===== src/rtl/sum_uart_pkg.sv =====
// Shared types and constants for the sum/latch/UART message path.
package sum_uart_pkg;

    localparam int unsigned OPND_W  = 4;
    localparam int unsigned SUM_W   = 5;
    localparam int unsigned MSG_LEN = 4;
    localparam int unsigned IDX_W   = 2;

    localparam logic [7:0] ASCII_ZERO = 8'h30;
    localparam logic [7:0] ASCII_CR   = 8'h0D;
    localparam logic [7:0] ASCII_LF   = 8'h0A;

    typedef enum logic [2:0] {
        StIdle,
        StLoad,
        StStart,
        StWaitAck,
        StWaitDone
    } seq_state_e;

    // Zero-extended operand addition; never overflows SUM_W.
    function automatic logic [SUM_W-1:0] opnd_sum(input logic [OPND_W-1:0] a,
                                                  input logic [OPND_W-1:0] b);
        return {1'b0, a} + {1'b0, b};
    endfunction

    // Byte idx of the message "<tens><ones>\r\n" for a sum in 0..30.
    function automatic logic [7:0] msg_byte(input logic [SUM_W-1:0] s,
                                            input logic [IDX_W-1:0] idx);
        logic [1:0] tens;
        logic [3:0] ones;
        logic [7:0] b;
        if (s >= 5'd30) begin
            tens = 2'd3;
            ones = 4'(s - 5'd30);
        end else if (s >= 5'd20) begin
            tens = 2'd2;
            ones = 4'(s - 5'd20);
        end else if (s >= 5'd10) begin
            tens = 2'd1;
            ones = 4'(s - 5'd10);
        end else begin
            tens = 2'd0;
            ones = 4'(s);
        end
        unique case (idx)
            2'd0: b = ASCII_ZERO + 8'(tens);
            2'd1: b = ASCII_ZERO + 8'(ones);
            2'd2: b = ASCII_CR;
            2'd3: b = ASCII_LF;
        endcase
        return b;
    endfunction

endpackage


===== src/rtl/sum_msg_sequencer_if.sv =====
// Byte handshake between the message sequencer and the UART transmitter.
interface sum_msg_sequencer_if;

    logic       tx_start;
    logic [7:0] tx_data;
    logic       tx_busy;

    modport master (
        output tx_start,
        output tx_data,
        input  tx_busy
    );

    modport slave (
        input  tx_start,
        input  tx_data,
        output tx_busy
    );

endinterface


===== src/rtl/button_conditioner.sv =====
// Synchronizer + debounce for an active-low button; emits a one-cycle pulse on an
// accepted press (1->0). Releases are debounced but produce no pulse.
module button_conditioner #(
    parameter int unsigned SYNC_STAGES     = 2,
    parameter int unsigned DEBOUNCE_CYCLES = 16
) (
    input  logic clk,
    input  logic reset_n,
    input  logic btn_n,
    output logic press
);

    localparam int unsigned CNT_W = (DEBOUNCE_CYCLES > 1) ? $clog2(DEBOUNCE_CYCLES) : 1;
    localparam logic [CNT_W-1:0] CNT_MAX = CNT_W'(DEBOUNCE_CYCLES - 1);

    logic [SYNC_STAGES-1:0] sync_q, sync_d;
    logic                   level_q, level_d;
    logic [CNT_W-1:0]       cnt_q, cnt_d;
    logic                   synced;

    assign synced = sync_q[SYNC_STAGES-1];

    // Shift the raw level in; accept a new level after it has differed long enough.
    always_comb begin
        sync_d  = {sync_q[SYNC_STAGES-2:0], btn_n};
        level_d = level_q;
        cnt_d   = '0;
        press   = 1'b0;
        if (synced != level_q) begin
            if (cnt_q == CNT_MAX) begin
                level_d = synced;
                press   = ~synced;
            end else begin
                cnt_d = cnt_q + 1'b1;
            end
        end
    end

    // Released (1) is the reset level for both the synchronizer and debounced level.
    always_ff @(posedge clk or negedge reset_n) begin
        if (!reset_n) begin
            sync_q  <= '1;
            level_q <= 1'b1;
            cnt_q   <= '0;
        end else begin
            sync_q  <= sync_d;
            level_q <= level_d;
            cnt_q   <= cnt_d;
        end
    end

endmodule


===== src/rtl/sum_msg_sequencer.sv =====
// Latches operands A/B from debounced buttons and sends "<tens><ones>\r\n" of
// A+B to the UART transmitter, one byte per start/busy handshake.
module sum_msg_sequencer
    import sum_uart_pkg::*;
#(
    parameter int unsigned SYNC_STAGES     = 2,
    parameter int unsigned DEBOUNCE_CYCLES = 16,
    parameter int unsigned ACK_TIMEOUT     = 255
) (
    input  logic                clk,
    input  logic                reset_n,
    input  logic                save_a_n,
    input  logic                save_b_n,
    input  logic [OPND_W-1:0]   data_input,
    sum_msg_sequencer_if.master tx,
    output logic [OPND_W-1:0]   latched_a,
    output logic [OPND_W-1:0]   latched_b,
    output logic [SUM_W-1:0]    sum_out,
    output logic                seq_busy
);

    localparam int unsigned TO_W = (ACK_TIMEOUT > 1) ? $clog2(ACK_TIMEOUT) : 1;
    localparam logic [TO_W-1:0]  TO_MAX   = TO_W'(ACK_TIMEOUT - 1);
    localparam logic [IDX_W-1:0] LAST_IDX = IDX_W'(MSG_LEN - 1);

    logic press_a, press_b;

    logic [OPND_W-1:0] din_meta_q, din_sync_q;
    logic [OPND_W-1:0] a_q, a_d, b_q, b_d;
    logic              pend_q, pend_d;
    seq_state_e        state_q, state_d;
    logic [IDX_W-1:0]  idx_q, idx_d;
    logic [SUM_W-1:0]  snap_q, snap_d;
    logic [7:0]        tx_data_q, tx_data_d;
    logic [TO_W-1:0]   tcnt_q, tcnt_d;
    logic              advance;

    button_conditioner #(
        .SYNC_STAGES     (SYNC_STAGES),
        .DEBOUNCE_CYCLES (DEBOUNCE_CYCLES)
    ) u_btn_a (
        .clk     (clk),
        .reset_n (reset_n),
        .btn_n   (save_a_n),
        .press   (press_a)
    );

    button_conditioner #(
        .SYNC_STAGES     (SYNC_STAGES),
        .DEBOUNCE_CYCLES (DEBOUNCE_CYCLES)
    ) u_btn_b (
        .clk     (clk),
        .reset_n (reset_n),
        .btn_n   (save_b_n),
        .press   (press_b)
    );

    // Two-flop synchronizer for the operand bus; it settles long before a debounced press.
    always_ff @(posedge clk or negedge reset_n) begin
        if (!reset_n) begin
            din_meta_q <= '0;
            din_sync_q <= '0;
        end else begin
            din_meta_q <= data_input;
            din_sync_q <= din_meta_q;
        end
    end

    // Operand latching, request queueing and the per-byte handshake FSM.
    always_comb begin
        a_d       = a_q;
        b_d       = b_q;
        pend_d    = pend_q;
        state_d   = state_q;
        idx_d     = idx_q;
        snap_d    = snap_q;
        tx_data_d = tx_data_q;
        tcnt_d    = tcnt_q;
        advance   = 1'b0;

        if (press_a) a_d = din_sync_q;
        if (press_b) begin
            b_d = din_sync_q;
            // Busy: remember one request; further presses collapse into it.
            if (state_q != StIdle) pend_d = 1'b1;
        end

        unique case (state_q)
            StIdle: begin
                if (press_b || pend_q) begin
                    state_d = StLoad;
                    pend_d  = 1'b0;
                    idx_d   = '0;
                    // Use this cycle's writes so a same-cycle A press is included.
                    snap_d  = opnd_sum(a_d, b_d);
                end
            end
            StLoad: begin
                tx_data_d = msg_byte(snap_q, idx_q);
                state_d   = StStart;
            end
            StStart: begin
                if (!tx.tx_busy) begin
                    state_d = StWaitAck;
                    tcnt_d  = '0;
                end
            end
            StWaitAck: begin
                if (tx.tx_busy) begin
                    state_d = StWaitDone;
                end else if (tcnt_q == TO_MAX) begin
                    // Transmitter never acknowledged; drop the byte and move on.
                    advance = 1'b1;
                end else begin
                    tcnt_d = tcnt_q + 1'b1;
                end
            end
            StWaitDone: begin
                if (!tx.tx_busy) advance = 1'b1;
            end
            default: state_d = StIdle;
        endcase

        if (advance) begin
            if (idx_q == LAST_IDX) begin
                state_d = StIdle;
            end else begin
                idx_d   = idx_q + 1'b1;
                state_d = StLoad;
            end
        end
    end

    // State registers; reset abandons any message in flight.
    always_ff @(posedge clk or negedge reset_n) begin
        if (!reset_n) begin
            a_q       <= '0;
            b_q       <= '0;
            pend_q    <= 1'b0;
            state_q   <= StIdle;
            idx_q     <= '0;
            snap_q    <= '0;
            tx_data_q <= '0;
            tcnt_q    <= '0;
        end else begin
            a_q       <= a_d;
            b_q       <= b_d;
            pend_q    <= pend_d;
            state_q   <= state_d;
            idx_q     <= idx_d;
            snap_q    <= snap_d;
            tx_data_q <= tx_data_d;
            tcnt_q    <= tcnt_d;
        end
    end

    // tx_start is one cycle long: START is left on the same edge it is asserted.
    assign tx.tx_start = (state_q == StStart) && !tx.tx_busy;
    assign tx.tx_data  = tx_data_q;
    assign latched_a   = a_q;
    assign latched_b   = b_q;
    assign sum_out     = opnd_sum(a_q, b_q);
    assign seq_busy    = (state_q != StIdle);

endmodule


===== src/flat_wrapper.sv =====
// flat-port wrapper written by rule: the top's interface ports become plain ports
module sum_msg_sequencer_flat import sum_uart_pkg::*;
#(
    parameter int unsigned SYNC_STAGES     = 2,
    parameter int unsigned DEBOUNCE_CYCLES = 16,
    parameter int unsigned ACK_TIMEOUT     = 255
)
  (clk, reset_n, save_a_n, save_b_n, data_input, latched_a, latched_b, sum_out, seq_busy, tx_tx_start, tx_tx_data, tx_tx_busy);
  sum_msg_sequencer_if tx_i ();
  input  logic clk;
  input  logic reset_n;
  input  logic save_a_n;
  input  logic save_b_n;
  input  logic [OPND_W-1:0] data_input;
  output logic [OPND_W-1:0] latched_a;
  output logic [OPND_W-1:0] latched_b;
  output logic [SUM_W-1:0] sum_out;
  output logic seq_busy;
  output wire logic [$bits(tx_i.tx_start)-1:0] tx_tx_start;
  output wire logic [$bits(tx_i.tx_data)-1:0] tx_tx_data;
  input wire logic [$bits(tx_i.tx_busy)-1:0] tx_tx_busy;
  assign tx_tx_start = tx_i.tx_start;
  assign tx_tx_data = tx_i.tx_data;
  assign tx_i.tx_busy = tx_tx_busy;
  sum_msg_sequencer #(.SYNC_STAGES(SYNC_STAGES), .DEBOUNCE_CYCLES(DEBOUNCE_CYCLES), .ACK_TIMEOUT(ACK_TIMEOUT)) u_core (.clk(clk), .reset_n(reset_n), .save_a_n(save_a_n), .save_b_n(save_b_n), .data_input(data_input), .tx(tx_i), .latched_a(latched_a), .latched_b(latched_b), .sum_out(sum_out), .seq_busy(seq_busy));
endmodule

===== config.mk =====
export PLATFORM = sky130hd
export DESIGN_NAME = sum_msg_sequencer_flat
export DESIGN_NICKNAME = d
export VERILOG_FILES = /design/src/rtl/sum_uart_pkg.sv /design/src/rtl/sum_msg_sequencer_if.sv /design/src/rtl/button_conditioner.sv /design/src/rtl/sum_msg_sequencer.sv /design/src/flat_wrapper.sv
export SDC_FILE = /design/constraint.sdc
export NUM_CORES = 1
export LEC_CHECK = 0
export ABC_AREA = 1
export ABC_CLOCK_PERIOD_IN_PS = 2670
export CELL_PAD_IN_SITES_DETAIL_PLACEMENT = 0
export CELL_PAD_IN_SITES_GLOBAL_PLACEMENT = 1
export CORE_MARGIN = 2
export CORE_UTILIZATION = 43
export DETAILED_ROUTE_END_ITERATION = 6
export PLACE_DENSITY = 0.81
export SYNTH_ARGS = -nofsm -noshare
export SYNTH_HDL_FRONTEND = slang
export SYNTH_HIERARCHICAL = 1
export SYNTH_SLANG_ARGS = --single-unit

===== constraint.sdc =====
create_clock -name clk -period 2.67 [get_ports clk]
set_input_delay 0.4005 -clock clk [delete_from_list [all_inputs] [get_ports clk]]
set_output_delay 0.4005 -clock clk [all_outputs]
set_load 0.02 [all_outputs]

==> impl_results.html, run 1 <==
<table>
<tr><th>Metric</th><th>Value</th></tr>
<tr><th colspan="2">Routing</th></tr>
<tr><td>Residual antenna-violating net count after detailed routing</td><td>0</td></tr>
<tr><td>Drt drc</td><td>0</td></tr>
<tr><td>Number of DRC violations after detailed-routing iteration 0</td><td>116</td></tr>
<tr><td>Detailed-route via count</td><td>2,168</td></tr>
<tr><td>Detailed Routing Iterations Pass 1</td><td>4</td></tr>
<tr><td>Via density per instance</td><td>4.88</td></tr>
<tr><td>Average wire per standard cell</td><td>12.2 um</td></tr>
<tr><td>Routed wire length</td><td>5440 um</td></tr>
<tr><th colspan="2">Global routing</th></tr>
<tr><td>Total track usage</td><td>16.1%</td></tr>
<tr><td>Antenna violations before repair</td><td>0</td></tr>
<tr><td>Global-route wire length before repair</td><td>9550 um</td></tr>
<tr><td>Met1 Resource Use GR</td><td>21.4%</td></tr>
<tr><td>Layer with the highest usage after global routing</td><td>met2</td></tr>
<tr><td>Maximum number of pins on one net before global-route repair</td><td>41</td></tr>
<tr><td>Overflow after GRT</td><td>0</td></tr>
<tr><td>Met3 routing resource usage after global routing</td><td>3.05%</td></tr>
<tr><td>Met2 GRT Util</td><td>26.8%</td></tr>
<tr><td>Number of global-route vias before repair</td><td>2,174</td></tr>
<tr><th colspan="2">Synth</th></tr>
<tr><td>Number of cells produced by synthesis</td><td>328</td></tr>
<tr><td>Sequential element share of the synthesized area</td><td>46.5%</td></tr>
<tr><td>Proportion of netlist area held by the largest area contributor</td><td>41.1%</td></tr>
<tr><td>Unique masters post-synth</td><td>37</td></tr>
<tr><td>Count of state elements after synthesis</td><td>54</td></tr>
<tr><td>Mean instance size in the synthesized netlist</td><td>8.91 um^2</td></tr>
<tr><td>Largest cells by area after synthesis</td><td>sky130_fd_sc_hd__dfrtp_1 41%, sky130_fd_sc_hd__ha_1 9.0%, sky130_fd_sc_hd__nand2_1 9.0%, sky130_fd_sc_hd__dfstp_2 5.4%, sky130_fd_sc_hd__inv_1 5.0%</td></tr>
<tr><td>Yosys warnings</td><td>6</td></tr>
<tr><td>Library cell occupying the most area in the post-synthesis netlist</td><td>sky130_fd_sc_hd__dfrtp_1</td></tr>
<tr><td>Total standard cell area after synthesis</td><td>0.00292 mm^2</td></tr>
<tr><th colspan="2">Clock tree</th></tr>
<tr><td>H-tree lvl count</td><td>2</td></tr>
<tr><td>Number of hold buffers added after cts</td><td>0</td></tr>
<tr><td>Insertion delay of the later-clocked pin in the worst-skew pair</td><td>0.30 ns</td></tr>
<tr><td>Bufs on Longest Clock Path</td><td>2</td></tr>
<tr><td>CTS tree</td><td>built</td></tr>
<tr><td>Num CTS Buffers</td><td>5</td></tr>
<tr><td>Number of buffers added for setup after CTS</td><td>0</td></tr>
<tr><td>Clk sinks</td><td>54</td></tr>
<tr><td>Reg clk slew, reported paths</td><td>0.09 ns</td></tr>
<tr><td>Cell at the root of the clock tree</td><td>sky130_fd_sc_hd__clkbuf_8</td></tr>
<tr><td>Post-CTS Resized</td><td>0</td></tr>
<tr><th colspan="2">Setup path</th></tr>
<tr><td>Required time at the worst-slack endpoint</td><td>2.27 ns</td></tr>
<tr><td>CP Launch Type</td><td>flip-flop</td></tr>
<tr><td>R2r setup slk</td><td>0.22 ns</td></tr>
<tr><td>Number of cell instances on the worst register-to-register path</td><td>10</td></tr>
<tr><td>R2r startpoint</td><td>u_core/u_btn_b/cnt_q[0]</td></tr>
<tr><td>Worst Path Max Fanout</td><td>3</td></tr>
<tr><td>CP Data Arrival Time</td><td>2.14 ns</td></tr>
<tr><td>End of the worst register-to-register path</td><td>u_core/snap_q[4]</td></tr>
<tr><td>Class of the most critical setup path</td><td>flip-flop to primary output</td></tr>
<tr><td>CP endpoint kind</td><td>primary output</td></tr>
<tr><th colspan="2">Die</th></tr>
<tr><td>Floorplan die area</td><td>0.00747 mm^2</td></tr>
<tr><td>Die span in x</td><td>86.4 um</td></tr>
<tr><td>Core ar.</td><td>0.00668 mm^2</td></tr>
<tr><td>Number of rows in the core area</td><td>30</td></tr>
<tr><td>I/O pins</td><td>32</td></tr>
<tr><td>Effective utilization at floorplan</td><td>43.7%</td></tr>
<tr><td>Chip height</td><td>86.4 um</td></tr>
<tr><th colspan="2">Cells and area</th></tr>
<tr><td>Number of fill cells in the layout</td><td>650</td></tr>
<tr><td># diodes</td><td>0</td></tr>
<tr><td>Total number of nets in the final design</td><td>395</td></tr>
<tr><td>Leading cell types in the layout, fill and taps excluded</td><td>70 x sky130_fd_sc_hd__nand2_1, 48 x sky130_fd_sc_hd__dfrtp_1, 39 x sky130_fd_sc_hd__inv_1</td></tr>
<tr><td>Share of the core filled with cells in the final layout</td><td>51.1%</td></tr>
<tr><td>Leading cell type in the layout, fill and taps excluded</td><td>sky130_fd_sc_hd__nand2_1</td></tr>
<tr><td>Layout cells sized above 1</td><td>12.1%</td></tr>
<tr><td>Layout area overhead</td><td>16.8%</td></tr>
<tr><th colspan="2">Pwr</th></tr>
<tr><td>Pleak</td><td>1.70 nW</td></tr>
<tr><td>Pwr/cell area</td><td>667 mW/mm^2</td></tr>
<tr><td>Maximum resistive drop on vdd</td><td>0.504 mV</td></tr>
<tr><th colspan="2">STA</th></tr>
<tr><td>Unrepaired setup endpoints after global routing</td><td>no</td></tr>
<tr><td>Normalized max-slew margin</td><td>41.7%</td></tr>
<tr><td>Final hold violation count</td><td>0</td></tr>
<tr><td>Endpoints failing setup</td><td>0</td></tr>
<tr><td>Setup skew after layout</td><td>0.00925 ns</td></tr>
<tr><td>Number of max-slew violations in the final report</td><td>0</td></tr>
<tr><td>Fmax</td><td>393 MHz</td></tr>
<tr><td>Transition time of the tightest slew-check pin</td><td>0.875 ns</td></tr>
<tr><td>Final period demand of the worst path</td><td>2.54 ns</td></tr>
<tr><td>Post-route setup TNS</td><td>0 ns</td></tr>
<tr><td>Period utilisation layout</td><td>95.2%</td></tr>
<tr><th colspan="2">Placed design</th></tr>
<tr><td>Gp weighted congestion</td><td>0.802</td></tr>
<tr><td>Input/output buffers</td><td>29</td></tr>
<tr><td>Detail Placement HPWL</td><td>4150 um</td></tr>
<tr><th colspan="2">Outcome</th></tr>
<tr><td>Status</td><td>finished clean</td></tr>
<tr><th colspan="2">Flow run</th></tr>
<tr><td>Number of maximum-capacitance violations</td><td>0</td></tr>
<tr><th colspan="2">Hold path</th></tr>
<tr><td>Worst min-delay path class</td><td>input pin to asynchronous set/reset pin</td></tr>
</table>
## per-stage QoR
step	instance area, um^2	hold WS, ns	power (mW)	setup WS, ns	instances
2_1_floorplan	2930	0.105	1.53	0.483	329
3_3_place_gp	3300	0.333	1.75	0.304	436
3_5_place_dp	3300	0.336	1.76	0.277	436
4_1_cts	3410	0.238	2.30	0.0701	444
5_1_grt	3410	0.272	2.45	0.000338	444
6_report	3410	0.206	2.28	0.128	444
## worst max path at each step
stage / startpoint / endpoint / cells past startpoint
final: u_core/latched_b[0] / sum_out[2] / 5
after detailed placement: u_core/u_btn_b/cnt_q[0] / u_core/snap_q[1] / 8
after global routing: u_core/latched_b[0] / sum_out[2] / 5
after CTS: u_core/latched_b[0] / sum_out[4] / 5
after floorplan: u_core/u_btn_b/cnt_q[0] / u_core/snap_q[1] / 8
after global placement: u_core/u_btn_a/cnt_q[0] / u_core/snap_q[3] / 12
## flip-flops by register name (all words and copies together) (netlist names)
name	cells
u_core/snap_q	5
u_core/idx_q	2
u_core/u_btn_a/cnt_q	4
u_core/state_q	3
u_core/pend_q	1
u_core/latched_a	4
u_core/din_sync_q	4
u_core/u_btn_a/sync_q	2
u_core/u_btn_b/level_q	1
u_core/u_btn_b/cnt_q	4
u_core/tx.tx_data	5
u_core/u_btn_a/level_q	1
u_core/latched_b	4
u_core/din_meta_q	4
u_core/tcnt_q	8
u_core/u_btn_b/sync_q	2
## kinds of logic after synthesis
logic type / Yosys count / share of synthesized area (%)
buffers and inverters: 50 / 6.85
xor gates and xnor gates: 9 / 2.70
AOI/OAI and AO/OA: 37 / 7.02
muxes: 6 / 2.31
and+or+nand+nor: 148 / 24.1
other: 1 / 0.128
DFF: 54 / 46.5
adders and majority gates: 23 / 10.4
## worst max-delay path, cell delays in order (launching register included)
cell	delay (ns)
sky130_fd_sc_hd__dfrtp_1	0.41
sky130_fd_sc_hd__ha_1	0.19
sky130_fd_sc_hd__inv_1	0.05
sky130_fd_sc_hd__fa_1	0.40
sky130_fd_sc_hd__xnor2_1	0.17
sky130_fd_sc_hd__clkdlybuf4s50_1	0.61
## report_power, final
group	internal, mW	switching [mW]
sequential	0.921	0.0982
clock	0.281	0.248
combinational	0.279	0.449
## area by class of cell
| class | instances | area [um^2] | area share, % |
|---|---|---|---|
| multi-input combinational | 225 | 1370 | 40.2 |
| inverter | 46 | 173 | 5.06 |
| clock inverter | 1 | 30.0 | 0.879 |
| tap | 80 | 100 | 2.93 |
| timing repair buffer | 31 | 303 | 8.87 |
| clock buffer | 7 | 76.3 | 2.24 |
| sequential | 54 | 1360 | 39.8 |
## synthesized netlist by cell type
cell type	number
sky130_fd_sc_hd__a21boi_1	1
sky130_fd_sc_hd__a21boi_2	1
sky130_fd_sc_hd__a21oi_1	8
sky130_fd_sc_hd__a22oi_1	1
sky130_fd_sc_hd__a2bb2oi_1	1
sky130_fd_sc_hd__a31oi_1	2
sky130_fd_sc_hd__buf_2	1
sky130_fd_sc_hd__buf_4	3
sky130_fd_sc_hd__conb_1	1
sky130_fd_sc_hd__dfrtp_1	48
sky130_fd_sc_hd__dfstp_2	6
sky130_fd_sc_hd__fa_1	2
sky130_fd_sc_hd__ha_1	21
sky130_fd_sc_hd__inv_1	39
sky130_fd_sc_hd__inv_2	7
sky130_fd_sc_hd__mux2_2	6
sky130_fd_sc_hd__nand2_1	70
sky130_fd_sc_hd__nand2_2	4
sky130_fd_sc_hd__nand2_4	1
sky130_fd_sc_hd__nand3_1	21
sky130_fd_sc_hd__nand3_2	4
sky130_fd_sc_hd__nand3b_1	5
sky130_fd_sc_hd__nand4_1	5
sky130_fd_sc_hd__nand4_2	1
sky130_fd_sc_hd__nor2_1	29
sky130_fd_sc_hd__nor2_2	1
sky130_fd_sc_hd__nor2_4	1
sky130_fd_sc_hd__nor3_1	1
sky130_fd_sc_hd__nor3_2	2
sky130_fd_sc_hd__nor3_4	1
sky130_fd_sc_hd__o211ai_1	1
sky130_fd_sc_hd__o21ai_0	9
sky130_fd_sc_hd__o21ai_1	13
sky130_fd_sc_hd__or2_0	1
sky130_fd_sc_hd__or2_1	1
sky130_fd_sc_hd__xnor2_1	4
sky130_fd_sc_hd__xor2_1	5
## metal layers
layer / wire [um] / vias to the layer above
met1: 2750 / 1018
met2: 2470 / 25
met4: 76 / 0
met5: 0 / -
li1: - / 1119
met3: 142 / 6
Note: power is estimated with default switching activity, not from simulation.
==> run 2, diff against run 1 <==
--- a/config.mk
+++ b/config.mk
@@ -13,6 +13,7 @@
 export CORE_UTILIZATION = 43
 export DETAILED_ROUTE_END_ITERATION = 6
 export PLACE_DENSITY = 0.81
+export SETUP_SLACK_MARGIN = 0.5
 export SYNTH_ARGS = -nofsm -noshare
 export SYNTH_HDL_FRONTEND = slang
 export SYNTH_HIERARCHICAL = 1
==> run 2 against run 1 <==
Compared with the run above: register-to-register slack better by 0.18 ns; total power fell by 1.0%; sequential power about the same; clock skew rose by 0.0024 ns; routed wire length is 8.0% higher; clock power down 6.8%; combinational power rose by 1%; utilization rose by 4.0 points; worst setup slack improved by 0.27 ns; final area is 7.8% higher; largest cell class unchanged; largest power group unchanged.
==> impl_results.html, run 2 (synthesis gave the netlist of run 1 again) <==
<table>
<tr><th>Metric</th><th>Value</th></tr>
<tr><th colspan="2">Routing</th></tr>
<tr><td>Detailed-route via count</td><td>2,280</td></tr>
<tr><td>Residual antenna-violating net count after detailed routing</td><td>0</td></tr>
<tr><td>Drt drc</td><td>0</td></tr>
<tr><td>Detailed Routing Iterations Pass 1</td><td>4</td></tr>
<tr><td>Routed wire length</td><td>5870 um</td></tr>
<tr><td>Via density per instance</td><td>4.89</td></tr>
<tr><td>Average wire per standard cell</td><td>12.6 um</td></tr>
<tr><td>Number of DRC violations after detailed-routing iteration 0</td><td>105</td></tr>
<tr><th colspan="2">Clock tree</th></tr>
<tr><td>Insertion delay of the later-clocked pin in the worst-skew pair</td><td>0.31 ns</td></tr>
<tr><td>Bufs on Longest Clock Path</td><td>2</td></tr>
<tr><td>CTS tree</td><td>built</td></tr>
<tr><td>Cell at the root of the clock tree</td><td>sky130_fd_sc_hd__clkbuf_8</td></tr>
<tr><td>Clk sinks</td><td>54</td></tr>
<tr><td>Num CTS Buffers</td><td>5</td></tr>
<tr><td>Reg clk slew, reported paths</td><td>0.11 ns</td></tr>
<tr><td>H-tree lvl count</td><td>2</td></tr>
<tr><th colspan="2">Die</th></tr>
<tr><td>Floorplan die area</td><td>0.00747 mm^2</td></tr>
<tr><td>Number of rows in the core area</td><td>30</td></tr>
<tr><td>Chip height</td><td>86.4 um</td></tr>
<tr><td>Effective utilization at floorplan</td><td>43.7%</td></tr>
<tr><td>Core ar.</td><td>0.00668 mm^2</td></tr>
<tr><td>Die span in x</td><td>86.4 um</td></tr>
<tr><td>I/O pins</td><td>32</td></tr>
<tr><th colspan="2">STA</th></tr>
<tr><td>Final period demand of the worst path</td><td>2.27 ns</td></tr>
<tr><td>Period utilisation layout</td><td>85.0%</td></tr>
<tr><td>Unrepaired setup endpoints after global routing</td><td>yes</td></tr>
<tr><td>Final hold violation count</td><td>0</td></tr>
<tr><td>Endpoints failing setup</td><td>0</td></tr>
<tr><td>Setup skew after layout</td><td>0.0116 ns</td></tr>
<tr><td>Fmax</td><td>441 MHz</td></tr>
<tr><td>Final WS setup</td><td>0.400 ns</td></tr>
<tr><td>Final hold slack</td><td>0.354 ns</td></tr>
<tr><td>Number of max-slew violations in the final report</td><td>0</td></tr>
<tr><td>Post-route setup TNS</td><td>0 ns</td></tr>
<tr><th colspan="2">Pwr</th></tr>
<tr><td>Share of power burned in combinational logic</td><td>32.7%</td></tr>
<tr><td>Pleak</td><td>1.81 nW</td></tr>
<tr><td>Total Power</td><td>2.25 mW</td></tr>
<tr><td>Share of power burned in registers</td><td>45.4%</td></tr>
<tr><td>Pwr/cell area</td><td>612 mW/mm^2</td></tr>
<tr><td>Internal power of the cells</td><td>1.40 mW</td></tr>
<tr><td>Maximum resistive drop on vdd</td><td>0.406 mV</td></tr>
<tr><td>Part of the total power dissipated in the clock network</td><td>21.9%</td></tr>
<tr><td>Switching part of the total</td><td>37.7%</td></tr>
<tr><td>Net switching power figure</td><td>0.849 mW</td></tr>
<tr><th colspan="2">Cells and area</th></tr>
<tr><td>Most flops, register</td><td>u_core/tcnt_q</td></tr>
<tr><td>Number of fill cells in the layout</td><td>601</td></tr>
<tr><td>Leading cell types in the layout, fill and taps excluded</td><td>70 x sky130_fd_sc_hd__nand2_1, 48 x sky130_fd_sc_hd__dfrtp_1, 36 x sky130_fd_sc_hd__inv_1</td></tr>
<tr><td># diodes</td><td>0</td></tr>
<tr><td>Share of the core filled with cells in the final layout</td><td>55.1%</td></tr>
<tr><td>Number of flip-flops in the largest register</td><td>8</td></tr>
<tr><td>Leading cell type in the layout, fill and taps excluded</td><td>sky130_fd_sc_hd__nand2_1</td></tr>
<tr><td>Layout area overhead</td><td>26.0%</td></tr>
<tr><td>Layout cells sized above 1</td><td>22.3%</td></tr>
<tr><td>Total number of nets in the final design</td><td>417</td></tr>
<tr><td>Final non-filler cell area</td><td>0.00368 mm^2</td></tr>
<tr><td>Finished Layout Cells</td><td>466</td></tr>
<tr><th colspan="2">Setup path</th></tr>
<tr><td>CP endpoint kind</td><td>flip-flop</td></tr>
<tr><td>Class of the most critical setup path</td><td>flip-flop to flip-flop</td></tr>
<tr><td>CP Data Arrival Time</td><td>2.47 ns</td></tr>
<tr><td>Number of cell instances on the worst register-to-register path</td><td>12</td></tr>
<tr><td>CP Launch Type</td><td>flip-flop</td></tr>
<tr><td>Required time at the worst-slack endpoint</td><td>2.87 ns</td></tr>
<tr><td>Worst Path Max Fanout</td><td>5</td></tr>
<tr><th colspan="2">Hold path</th></tr>
<tr><td>Worst min-delay path class</td><td>flip-flop to flip-flop</td></tr>
<tr><td>Hold-critical path depth</td><td>0</td></tr>
<tr><th colspan="2">Global routing</th></tr>
<tr><td>Global-route wire length before repair</td><td>10,000 um</td></tr>
<tr><td>Maximum number of pins on one net before global-route repair</td><td>27</td></tr>
<tr><td>Antenna violations before repair</td><td>0</td></tr>
<tr><td>Total track usage</td><td>17.0%</td></tr>
<tr><td>Overflow after GRT</td><td>0</td></tr>
<tr><td>Number of global-route vias before repair</td><td>2,176</td></tr>
<tr><th colspan="2">Placed design</th></tr>
<tr><td>Setup slack after placement</td><td>0.282 ns</td></tr>
<tr><td>DP Cell Count</td><td>436</td></tr>
<tr><td>Input/output buffers</td><td>29</td></tr>
<tr><td>Standard cell area after detailed placement</td><td>0.00331 mm^2</td></tr>
<tr><td>Gp weighted congestion</td><td>0.791</td></tr>
<tr><td>Detail Placement HPWL</td><td>4210 um</td></tr>
<tr><th colspan="2">Outcome</th></tr>
<tr><td>Status</td><td>finished clean</td></tr>
<tr><th colspan="2">Flow run</th></tr>
<tr><td>Number of maximum-capacitance violations</td><td>0</td></tr>
</table>
## run 2: power groups by stage
| stage | clock network [mW] | registers [mW] | logic [mW] |
|---|---|---|---|
| final | 0.493 | 1.02 | 0.737 |
| after global routing | 0.548 | 1.04 | 0.832 |
| after CTS | 0.509 | 1.02 | 0.736 |
| after detailed placement | 0 | 1.03 | 0.727 |
| after global placement | 0 | 1.03 | 0.723 |
| after floorplan | 0 | 1.05 | 0.479 |
## run 2: timing repair
| item | CTS | global route |
|---|---|---|
| endpoints found under the setup margin | 10 | 8 |
| hold endpoints to repair | 8 | 0 |
| gates resized for setup | 41 | 11 |
| pin swaps | 12 | 12 |
| hold buffers | 1 | 0 |
| buffers inserted | 16 | 5 |
## run 2: metal layers
metal	share of wire [%]	global-route usage (%)
met5	0	0
met4	1.0	5.26
met3	3.4	3.14
met2	49	27.6
met1	46	23.1
## run 2: worst max-delay path, cell delays in order (launching register included)
cell	delay [ns]
sky130_fd_sc_hd__dfrtp_1	0.42
sky130_fd_sc_hd__ha_4	0.17
sky130_fd_sc_hd__nand3_4	0.09
sky130_fd_sc_hd__nor3_4	0.28
sky130_fd_sc_hd__nand2_1	0.13
sky130_fd_sc_hd__o21ai_2	0.08
sky130_fd_sc_hd__inv_1	0.07
sky130_fd_sc_hd__ha_1	0.28
sky130_fd_sc_hd__a21oi_2	0.12
sky130_fd_sc_hd__nor2_1	0.05
sky130_fd_sc_hd__nor2_1	0.15
sky130_fd_sc_hd__xor2_1	0.21
sky130_fd_sc_hd__o21ai_1	0.09
## run 2: cell type report
cell class                 instances  area [um^2]  share of cell area [%]
timing repair buffer              53          454                    12.3
clock inverter                     3         28.8                   0.782
tap                               80          100                    2.72
sequential                        54         1360                    36.9
clock buffer                       5         68.8                    1.87
multi-input combinational        225         1500                    40.7
inverter                          46          173                    4.69
## run 2: path summary, 6_finish.rpt
| path | start | to | slack, ns |
|---|---|---|---|
| hold reg to reg | u_core/u_btn_a/sync_q[0] | u_core/u_btn_a/sync_q[1] | 0.35 |
| min in group asynchronous | reset_n | u_core/u_btn_a/cnt_q[3] | 0.48 |
| setup reg to reg | u_core/u_btn_b/cnt_q[0] | u_core/snap_q[3] | 0.40 |
| max in group asynchronous | reset_n | u_core/u_btn_a/sync_q[0] | 1.53 |
| hold / removal | u_core/u_btn_a/sync_q[0] | u_core/u_btn_a/sync_q[1] | 0.35 |
| setup / recovery | u_core/u_btn_b/cnt_q[0] | u_core/snap_q[3] | 0.40 |
==> run 3, diff against run 2 <==
--- a/config.mk
+++ b/config.mk
@@ -9,11 +9,14 @@
 export ABC_CLOCK_PERIOD_IN_PS = 2670
 export CELL_PAD_IN_SITES_DETAIL_PLACEMENT = 0
 export CELL_PAD_IN_SITES_GLOBAL_PLACEMENT = 1
+export CORE_ASPECT_RATIO = 2
 export CORE_MARGIN = 2
 export CORE_UTILIZATION = 43
 export DETAILED_ROUTE_END_ITERATION = 6
+export GPL_TIMING_DRIVEN = 0
 export PLACE_DENSITY = 0.81
 export SETUP_SLACK_MARGIN = 0.5
+export SLEW_MARGIN = 25
 export SYNTH_ARGS = -nofsm -noshare
 export SYNTH_HDL_FRONTEND = slang
 export SYNTH_HIERARCHICAL = 1
==> run 3 against run 2 <==
Compared with the run above: sequential share of layout area down 1.1 points; via count increased by 1.1%; non-clock buffer count grew 1; final cell count increased by 1.9%; combinational power is essentially flat; utilization rose by 2.2 points; critical path depth shrank 3; register-to-register slack improved by 0.14 ns; sequential power about the same; final area increased by 3.0%; routed wire length rose by 2.0%; highest routed layer unchanged.
==> impl_results.html, run 3 (synthesis gave the netlist of run 1 again) <==
<table>
<tr><th>Metric</th><th>Value</th></tr>
<tr><th colspan="2">Cells and area</th></tr>
<tr><td>Area used by sequential logic in the layout</td><td>0.00136 mm^2</td></tr>
<tr><td>Total number of nets in the final design</td><td>418</td></tr>
<tr><td>Share of the core filled with cells in the final layout</td><td>57.3%</td></tr>
<tr><td>Leading cell types in the layout, fill and taps excluded</td><td>70 x sky130_fd_sc_hd__nand2_1, 48 x sky130_fd_sc_hd__dfrtp_1, 35 x sky130_fd_sc_hd__inv_1</td></tr>
<tr><td>Finished Layout Cells</td><td>475</td></tr>
<tr><td>Final non-filler cell area</td><td>0.00379 mm^2</td></tr>
<tr><td>Layout cells sized above 1</td><td>23.5%</td></tr>
<tr><td>Layout area overhead</td><td>29.8%</td></tr>
<tr><td>Number of fill cells in the layout</td><td>645</td></tr>
<tr><td>Number of flip-flops in the largest register</td><td>8</td></tr>
<tr><td># diodes</td><td>0</td></tr>
<tr><td>Leading cell type in the layout, fill and taps excluded</td><td>sky130_fd_sc_hd__nand2_1</td></tr>
<tr><td>Most flops, register</td><td>u_core/tcnt_q</td></tr>
<tr><td>Multi-input logic area</td><td>0.00152 mm^2</td></tr>
<tr><th colspan="2">Pwr</th></tr>
<tr><td>Maximum resistive drop on vdd</td><td>0.490 mV</td></tr>
<tr><td>Pwr/cell area</td><td>637 mW/mm^2</td></tr>
<tr><td>Pleak</td><td>1.84 nW</td></tr>
<tr><th colspan="2">Setup path</th></tr>
<tr><td>End of the worst register-to-register path</td><td>u_core/snap_q[3]</td></tr>
<tr><td>Required time at the worst-slack endpoint</td><td>2.85 ns</td></tr>
<tr><td>CP endpoint kind</td><td>flip-flop</td></tr>
<tr><td>R2r startpoint</td><td>u_core/u_btn_a/cnt_q[0]</td></tr>
<tr><td>Number of cell instances on the worst register-to-register path</td><td>9</td></tr>
<tr><td>CP Data Arrival Time</td><td>2.31 ns</td></tr>
<tr><td>R2r setup slk</td><td>0.54 ns</td></tr>
<tr><td>Worst Path Max Fanout</td><td>4</td></tr>
<tr><td>Class of the most critical setup path</td><td>flip-flop to flip-flop</td></tr>
<tr><td>CP Launch Type</td><td>flip-flop</td></tr>
<tr><th colspan="2">Clock tree</th></tr>
<tr><td>Num CTS Buffers</td><td>5</td></tr>
<tr><td>Clk sinks</td><td>54</td></tr>
<tr><td>CTS tree</td><td>built</td></tr>
<tr><td>Cell at the root of the clock tree</td><td>sky130_fd_sc_hd__clkbuf_16</td></tr>
<tr><td>Insertion delay of the later-clocked pin in the worst-skew pair</td><td>0.30 ns</td></tr>
<tr><td>Reg clk slew, reported paths</td><td>0.07 ns</td></tr>
<tr><td>H-tree lvl count</td><td>2</td></tr>
<tr><td>Bufs on Longest Clock Path</td><td>2</td></tr>
<tr><th colspan="2">Global routing</th></tr>
<tr><td>Met1 Resource Use GR</td><td>17.7%</td></tr>
<tr><td>Total track usage</td><td>17.7%</td></tr>
<tr><td>Antenna violations before repair</td><td>0</td></tr>
<tr><td>Global-route wire length before repair</td><td>10,300 um</td></tr>
<tr><td>Overflow after GRT</td><td>0</td></tr>
<tr><td>Number of global-route vias before repair</td><td>2,337</td></tr>
<tr><td>Met2 GRT Util</td><td>33.2%</td></tr>
<tr><td>Layer with the highest usage after global routing</td><td>met2</td></tr>
<tr><td>Met3 routing resource usage after global routing</td><td>3.44%</td></tr>
<tr><td>Maximum number of pins on one net before global-route repair</td><td>55</td></tr>
<tr><th colspan="2">Flow run</th></tr>
<tr><td>Number of maximum-capacitance violations</td><td>0</td></tr>
<tr><th colspan="2">Placed design</th></tr>
<tr><td>Gp weighted congestion</td><td>0.783</td></tr>
<tr><td>Detail Placement HPWL</td><td>4330 um</td></tr>
<tr><td>Input/output buffers</td><td>29</td></tr>
<tr><td>DP Cell Count</td><td>446</td></tr>
<tr><td>Standard cell area after detailed placement</td><td>0.00334 mm^2</td></tr>
<tr><th colspan="2">Routing</th></tr>
<tr><td>Drt drc</td><td>0</td></tr>
<tr><td>Average wire per standard cell</td><td>12.6 um</td></tr>
<tr><td>Routed wire length</td><td>5990 um</td></tr>
<tr><td>Residual antenna-violating net count after detailed routing</td><td>0</td></tr>
<tr><td>Detailed-route via count</td><td>2,306</td></tr>
<tr><td>Detailed Routing Iterations Pass 1</td><td>4</td></tr>
<tr><td>Number of DRC violations after detailed-routing iteration 0</td><td>72</td></tr>
<tr><td>Via density per instance</td><td>4.85</td></tr>
<tr><th colspan="2">Die</th></tr>
<tr><td>I/O pins</td><td>32</td></tr>
<tr><td>Floorplan die area</td><td>0.00751 mm^2</td></tr>
<tr><td>Core ar.</td><td>0.00662 mm^2</td></tr>
<tr><td>Number of rows in the core area</td><td>42</td></tr>
<tr><td>Effective utilization at floorplan</td><td>44.1%</td></tr>
<tr><td>Die span in x</td><td>62.3 um</td></tr>
<tr><td>Chip height</td><td>121 um</td></tr>
<tr><th colspan="2">STA</th></tr>
<tr><td>Final period demand of the worst path</td><td>2.13 ns</td></tr>
<tr><td>Transition time of the tightest slew-check pin</td><td>0.678 ns</td></tr>
<tr><td>Period utilisation layout</td><td>79.9%</td></tr>
<tr><td>Setup skew after layout</td><td>0.00790 ns</td></tr>
<tr><td>Fmax</td><td>469 MHz</td></tr>
<tr><td>Normalized max-slew margin</td><td>54.8%</td></tr>
<tr><td>Endpoints failing setup</td><td>0</td></tr>
<tr><td>Final hold violation count</td><td>0</td></tr>
<tr><td>Number of max-slew violations in the final report</td><td>0</td></tr>
<tr><td>Unrepaired setup endpoints after global routing</td><td>yes</td></tr>
<tr><td>Final hold slack</td><td>0.134 ns</td></tr>
<tr><th colspan="2">Hold path</th></tr>
<tr><td>Worst min-delay path class</td><td>input pin to asynchronous set/reset pin</td></tr>
<tr><th colspan="2">Outcome</th></tr>
<tr><td>Status</td><td>finished clean</td></tr>
</table>
[run 3: cell types whose count changed in the layout (fill, tap and decap cells not counted), moves of 2 or more]
cell and delta:
sky130_fd_sc_hd__ha_4 +2, sky130_fd_sc_hd__clkbuf_16 +5, sky130_fd_sc_hd__ha_1 -3, sky130_fd_sc_hd__clkbuf_8 -5
[run 3: per-stage QoR]
stage	setup WS, ns	total power, mW	setup TNS (ns)
floorplan	0.534	1.53	0
global placement	-0.428	1.76	-20.31
detailed placement	0.263	1.76	0
CTS	0.444	2.45	0
global route	0.366	2.60	0
finish	0.536	2.42	0
[run 3: what timing repair did]
item	CTS	global route
hold buffers	0	0
endpoints found under the setup margin	10	8
resized for setup	40	14
buffers inserted	13	8
pin swaps	9	13
endpoints found under the hold margin	0	0
[run 3: cell type report]
class / instances / share of cell area [%]
buffer: 4 / 0.726
timing repair buffer: 50 / 11.8
multi-input combinational: 225 / 40.1
tap: 88 / 2.90
sequential: 54 / 35.8
inverter: 46 / 4.62
clock buffer: 5 / 3.30
clock inverter: 3 / 0.660
[run 3: routing by layer]
metal  part of all wire [%]  wire, um
met1                     37      2220
met2                     56      3360
met3                    2.8       168
met4                    4.0       240
met5                      0         0
[run 3: power breakdown]
group | leakage (nW) | switching (mW) | internal [mW]
Combinational | 1.07 | 0.440 | 0.297
Clock | 0.0704 | 0.303 | 0.353
Sequential | 0.695 | 0.103 | 0.922
[run 3: critical path, cell delays in order, from the launching register on]
cell                      delay [ns]
sky130_fd_sc_hd__dfrtp_1        0.40
sky130_fd_sc_hd__ha_4           0.17
sky130_fd_sc_hd__nand3_4        0.09
sky130_fd_sc_hd__nor3_4         0.26
sky130_fd_sc_hd__buf_6          0.16
sky130_fd_sc_hd__buf_4          0.10
sky130_fd_sc_hd__mux2_4         0.31
sky130_fd_sc_hd__ha_4           0.27
sky130_fd_sc_hd__xor2_1         0.17
sky130_fd_sc_hd__o21ai_1        0.09
[run 3: how the worst max path moves through the flow]
stage	start	end	slack [ns]	cells past startpoint
floorplan	u_core/u_btn_b/cnt_q[0]	u_core/snap_q[1]	0.53	8
global placement	reset_n	u_core/tx.tx_data[2]	-0.43	1
detailed placement	u_core/u_btn_b/cnt_q[0]	u_core/snap_q[3]	0.26	10
CTS	u_core/u_btn_a/cnt_q[1]	u_core/snap_q[3]	0.44	12
global route	u_core/u_btn_a/cnt_q[1]	u_core/snap_q[3]	0.37	12
finish	u_core/u_btn_a/cnt_q[0]	u_core/snap_q[3]	0.54	9
